<file path="src/rtl/counter_uart_reporter_pkg.sv">
// Shared definitions for the counter UART reporter.
//   - ASCII constants used to build the report line
//   - hex_digit(): nibble to uppercase ASCII hex character
//   - ctrl_state_t: controller FSM states
//   - calc_div(): clock cycles per serial bit
package counter_uart_reporter_pkg;

    localparam logic [7:0] ASCII_CR = 8'h0D;
    localparam logic [7:0] ASCII_LF = 8'h0A;
    localparam logic [7:0] ASCII_0  = 8'h30;
    localparam logic [7:0] ASCII_A  = 8'h41;

    typedef enum logic [1:0] {
        IDLE,
        LOAD_CHAR,
        SEND,
        FINISH
    } ctrl_state_t;

    // Integer truncation; the caller must keep the result >= 2.
    function automatic int calc_div(input int clk_hz, input int baud);
        return clk_hz / baud;
    endfunction

    function automatic logic [7:0] hex_digit(input logic [3:0] n);
        if (n < 4'd10)
            return ASCII_0 + {4'h0, n};
        else
            return ASCII_A + {4'h0, n} - 8'd10;
    endfunction

endpackage

</file>
<file path="src/rtl/counter_uart_reporter_uart_tx_byte.sv">
// 8N1 byte serializer.
//   CLK     : system clock, rising edge
//   RSTN    : synchronous active-low reset
//   load    : start a frame with byte_in (taken only while ready=1)
//   byte_in : byte to send, LSB first
//   ready   : idle, or in the final cycle of the stop bit (back-to-back load)
//   done    : high in the final cycle of the stop bit
//   TX      : serial line, idle high
// The byte port is named byte_in because "byte" is a reserved word.
module uart_tx_byte #(
    parameter int DIV = 104
) (
    input  logic       CLK,
    input  logic       RSTN,
    input  logic       load,
    input  logic [7:0] byte_in,
    output logic       ready,
    output logic       done,
    output logic       TX
);

    localparam int             CW       = $clog2(DIV);
    localparam logic [CW-1:0]  DIV_LAST = CW'(DIV - 1);

    logic          active;
    logic [CW-1:0] div_cnt;
    logic [3:0]    bit_idx;    // 0 = start, 1..8 = data, 9 = stop
    logic [7:0]    shreg;
    logic          bit_end;

    assign bit_end = (div_cnt == DIV_LAST);
    // done/ready look one edge ahead so a new frame can start on the very
    // edge that ends the current stop bit, with no idle cycle in between.
    assign done    = active && bit_end && (bit_idx == 4'd9);
    assign ready   = !active || done;

    // NOTE: all state here is updated with non-blocking assignments so every
    // register sees the pre-edge values of the others, like real flops.
    always_ff @(posedge CLK) begin
        if (!RSTN) begin
            active  <= 1'b0;
            div_cnt <= '0;
            bit_idx <= '0;
            shreg   <= '0;
            TX      <= 1'b1;
        end else if (load && ready) begin
            active  <= 1'b1;
            div_cnt <= '0;
            bit_idx <= '0;
            shreg   <= byte_in;
            TX      <= 1'b0;
        end else if (active) begin
            if (bit_end) begin
                div_cnt <= '0;
                if (bit_idx == 4'd9) begin
                    active  <= 1'b0;
                    bit_idx <= '0;
                    TX      <= 1'b1;
                end else begin
                    bit_idx <= bit_idx + 4'd1;
                    if (bit_idx == 4'd8) begin
                        TX <= 1'b1;
                    end else begin
                        TX    <= shreg[0];
                        shreg <= {1'b0, shreg[7:1]};
                    end
                end
            end else begin
                div_cnt <= div_cnt + CW'(1);
            end
        end
    end

endmodule

</file>
<file path="src/rtl/counter_uart_reporter.sv">
// Reports a captured 8-bit counter value over UART as "HH\r\n" (8N1).
//   CLK   : system clock, rising edge
//   RSTN  : synchronous active-low reset
//   DATA  : value to report, latched when a start is accepted
//   START : request, accepted whenever BUSY=0
//   BUSY  : high for the 40*DIV cycles of a report
//   DONE  : one-cycle pulse after the final stop bit
//   TX    : UART serial line, idle high
module counter_uart_reporter
    import counter_uart_reporter_pkg::*;
#(
    parameter int CLK_HZ = 12000000,
    parameter int BAUD   = 115200
) (
    input  logic       CLK,
    input  logic       RSTN,
    input  logic [7:0] DATA,
    input  logic       START,
    output logic       BUSY,
    output logic       DONE,
    output logic       TX
);

    localparam int DIV = calc_div(CLK_HZ, BAUD);

    ctrl_state_t state;
    logic [7:0]  hold;
    logic [1:0]  idx;       // character currently on the line
    logic        accept;
    logic        ser_load;
    logic        ser_ready;
    logic        ser_done;
    logic [7:0]  ser_byte;

    // FINISH is the DONE cycle with BUSY=0, so a start is accepted there too.
    assign accept   = !BUSY && START;
    // In SEND the serializer is always active, so ready rises only in the
    // last stop-bit cycle; the next character is loaded on that same edge.
    assign ser_load = accept || ((state == SEND) && ser_ready && (idx != 2'd3));

    // NOTE: ser_byte gets a default before the case so no path leaves it
    // unassigned, which would otherwise infer a latch.
    always_comb begin
        ser_byte = hex_digit(DATA[7:4]);    // first character comes straight from DATA
        if (!accept) begin
            case (idx)
                2'd0:    ser_byte = hex_digit(hold[3:0]);
                2'd1:    ser_byte = ASCII_CR;
                default: ser_byte = ASCII_LF;
            endcase
        end
    end

    always_ff @(posedge CLK) begin
        if (!RSTN) begin
            state <= IDLE;
            hold  <= '0;
            idx   <= '0;
            BUSY  <= 1'b0;
            DONE  <= 1'b0;
        end else begin
            DONE <= 1'b0;
            case (state)
                IDLE, FINISH: begin
                    if (accept) begin
                        hold  <= DATA;
                        idx   <= '0;
                        BUSY  <= 1'b1;
                        state <= LOAD_CHAR;
                    end else begin
                        state <= IDLE;
                    end
                end
                // The serializer already took the character on the entering edge.
                LOAD_CHAR: state <= SEND;
                SEND: begin
                    if (ser_done) begin
                        if (idx == 2'd3) begin
                            BUSY  <= 1'b0;
                            DONE  <= 1'b1;
                            state <= FINISH;
                        end else begin
                            idx   <= idx + 2'd1;
                            state <= LOAD_CHAR;
                        end
                    end
                end
                default: state <= IDLE;
            endcase
        end
    end

    uart_tx_byte #(
        .DIV(DIV)
    ) u_tx (
        .CLK     (CLK),
        .RSTN    (RSTN),
        .load    (ser_load),
        .byte_in (ser_byte),
        .ready   (ser_ready),
        .done    (ser_done),
        .TX      (TX)
    );

endmodule

</file>
<file path="config.mk">
export PLATFORM = sky130hd
export DESIGN_NAME = counter_uart_reporter
export DESIGN_NICKNAME = d
export VERILOG_FILES = /design/src/rtl/counter_uart_reporter_pkg.sv /design/src/rtl/counter_uart_reporter_uart_tx_byte.sv /design/src/rtl/counter_uart_reporter.sv
export SDC_FILE = /design/constraint.sdc
export NUM_CORES = 1
export LEC_CHECK = 0
export ABC_CLOCK_PERIOD_IN_PS = 2210
export CORE_MARGIN = 1
export CORE_UTILIZATION = 35
export CTS_CLUSTER_DIAMETER = 40
export CTS_CLUSTER_SIZE = 8
export DETAILED_ROUTE_END_ITERATION = 7
export GPL_ROUTABILITY_DRIVEN = 0
export PLACE_DENSITY = 0.61
export SKIP_CTS_REPAIR_TIMING = 1
export SLEW_MARGIN = 20
export SYNTH_ARGS = -nofsm -noshare
export SYNTH_HDL_FRONTEND = slang
export SYNTH_SLANG_ARGS = --single-unit
</file>
<file path="constraint.sdc">
create_clock -name CLK -period 2.21 [get_ports CLK]
set_input_delay 0.442 -clock CLK [delete_from_list [all_inputs] [get_ports CLK]]
set_output_delay 0.442 -clock CLK [all_outputs]
set_load 0.1 [all_outputs]
</file>
==> summary.md <==
| Metric | Value |
|---|---|
| Root buffer cell | `clkbuf_8` |
| Yosys cell types | `44` |
| DR DRC count | `0` |
| Maximum root-to-sink buffer count | `2` |
| Die height | `72.5 µm` |
| Initial DRC count | `71` |
| Final setup TNS | `0 ps` |
| Commonest non-fill, non-tap cell in the layout | `dfxtp_1` |
| Synth Instances | `217` |
| Setup Skew | `1.94 ps` |
| Run status | `completed` |
| # placed instances | `294` |
| Syn nets | `236` |
| Std-Cell Rows | `25` |
| Post-DP HPWL | `2630 µm` |
| Clk sink count | `30` |
| Sequential Area | `601 µm²` |
| Routed via count | `1526` |
| Die width | `72.5 µm` |
| Die area | `5250 µm²` |
| Number of synthesized register bits | `30` |
| ANT cells | `0` |
| WL/cell | `11.6 µm` |
| Worst Setup Path Type | `flip-flop to flip-flop` |
| Fillers | `505` |
| Kind of start point of the critical path | `flip-flop` |
| Ys flop type | `dfxtp_1` |
| RSZ-0062 raised after global routing | `no` |
| Crit path max fanout | `9` |
| Pre-antenna DRT Iters | `4` |
| Tmin final | `1920 ps` |
| Clk slew on worst S/H paths | `60 ps` |
| Clock latency on the worst-skew pair | `280 ps` |
| Finished Layout Cells | `301` |
| Multi-input logic area | `1020 µm²` |
| Leakage Power | `0.764 nW` |
| Maxcap violations | `0` |
| FMAX | `0.522 GHz` |
| Area growth syn-to-layout | `15.5%` |
| Core area | `4750 µm²` |
| Final-report max-slew violation count | `0` |
| Async SR Flop Fraction | `0%` |
| Pwr/cell area | `597 nW/µm²` |
| HP Class | `flip-flop to flip-flop` |
| Fin crit share | `86.7%` |
| Share of the yosys chip area belonging to registers | `34.6%` |
| Routed wire length | `3500 µm` |
| Post-synthesis average cell area | `8.01 µm²` |
| CTS tree | `yes` |
| Largest net degree at the start of global routing | `14` |
| Share of post-route cells with drive strength above 1 | `9.83%` |
| Remaining global-route overflow | `0` |
| First-pass GRT wire length | `6000 µm` |
| Initial Util | `36.6%` |
| Nets | `253` |
| Final antenna-violating net count | `0` |
| Post-synthesis cell area | `1740 µm²` |
| H-tree levels | `2` |
| Worst Path Required | `2380 ps` |
| Actual slew at the worst max-slew pin | `457 ps` |
| Initial antenna violation count | `0` |
| Final setup violating endpoints | `0` |
| Number of flops mapped to enable cells by yosys | `0` |
| Worst setup EP type | `flip-flop` |
| Tot GR Track Use | `15.0%` |
| Port Buf Inserts | `13` |
| Vias per std cell | `5.07` |
| Vias in the first global route | `1364` |
| Fin. Hold Viols | `0` |
| Yosys warning count | `0` |
| Inserted Clock Buffers | `5` |
| Most frequent cells in the layout | `dfxtp_1 (30), a21oi_1 (21), nand2_1 (21), inv_1 (17), nor2_1 (17)` |
| CP arrival | `2090 ps` |
| Maximum vdd drop | `171 µV` |
| Ports | `14` |
| Max_slew headroom | `69.5%` |
## Yosys cell counts, drive strengths merged, types with 4 or more instances
library cell | count | area [µm²]
xnor2 | 5 | 43.8
a21oi | 21 | 105
nor2b | 5 | 31.3
dfxtp | 30 | 601
nand3 | 11 | 55.1
nand2 | 21 | 78.8
nor3 | 4 | 20.0
nand4 | 4 | 25.0
a211oi | 4 | 30.0
nor2 | 17 | 63.8
ha | 8 | 100
o21ai | 14 | 73.8
and3 | 4 | 26.3
inv | 17 | 63.8
buf | 5 | 40.0
mux2i | 6 | 60.1
nor3b | 4 | 30.0
## layout make-up
| cell class | count | share of cell area (%) |
|---|---|---|
| Multi-Input combinational cell | 162 | 50.9 |
| Sequential cell | 30 | 29.9 |
| Timing Repair Buffer | 18 | 7.98 |
| Tap cell | 67 | 4.18 |
| Clock buffer | 7 | 3.80 |
| Inverter | 17 | 3.18 |
## report_power, final
| group | leakage [nW] | switching [mW] | total [mW] | internal, mW |
|---|---|---|---|---|
| Combinational | 0.482 | 0.115 | 0.198 | 0.0837 |
| Clock | 0.0383 | 0.196 | 0.413 | 0.216 |
| Sequential | 0.245 | 0.0212 | 0.588 | 0.567 |
| Total | 0.764 | 0.332 | 1.20 | 0.867 |
## metal layers
metal	vias up	routed length, µm	track usage, %
met2	20	1530	23.5
li1	797	-	-
met4	0	75	7.19
met5	-	0	0
met3	6	98	4.17
met1	703	1800	19.0
## state kept, by name (all words and copies together), names as in the netlist
name / count
u_tx.TX: 1
BUSY: 1
idx: 2
u_tx.bit_idx: 4
DONE: 1
hold: 4
u_tx.div_cnt: 7
state: 2
u_tx.active: 1
u_tx.shreg: 7
## kinds of logic after synthesis
group	after synthesis	share of synthesized area [%]
and+or+nand+nor	84	25.3
buffers and inverters	25	6.62
xor gates and xnor gates	8	4.03
AOI/OAI and AO/OA	55	19.4
muxes	7	4.32
adders and majority gates	8	5.76
DFF	30	34.6
## metrics by stage
step / hold WS (ps) / setup WS (ps) / power [mW] / instance area, µm² / utilization (%)
finish: 484 / 295 / 1.20 / 2010 / 42.2
global route: 525 / 114 / 1.26 / 2010 / 42.2
CTS: 487 / 282 / 1.22 / 2010 / 42.2
detailed placement: 478 / 162 / 0.798 / 1930 / 40.6
global placement: 476 / 179 / 0.799 / 1930 / 40.6
floorplan: 456 / 82.3 / 0.740 / 1740 / -
## path summary, 6_finish.rpt
check | from | end | slack, ps | depth (start not counted)
min reg2reg | u_tx.div_cnt[1] | u_tx.div_cnt[1] | 480 | 2
max | u_tx.div_cnt[0] | u_tx.shreg[2] | 290 | 6
min | u_tx.div_cnt[1] | u_tx.div_cnt[1] | 480 | 2
max reg2reg | u_tx.div_cnt[0] | u_tx.shreg[2] | 290 | 6
## critical path, cell delays in order (launching register included)
cell and delay (ps):
dfxtp_1 370, ha_1 250, nand4_1 200, a211o_1 480, mux2_4 360, o21ai_2 110, a21oi_1 50
Power figures use the tool's default switching activity.
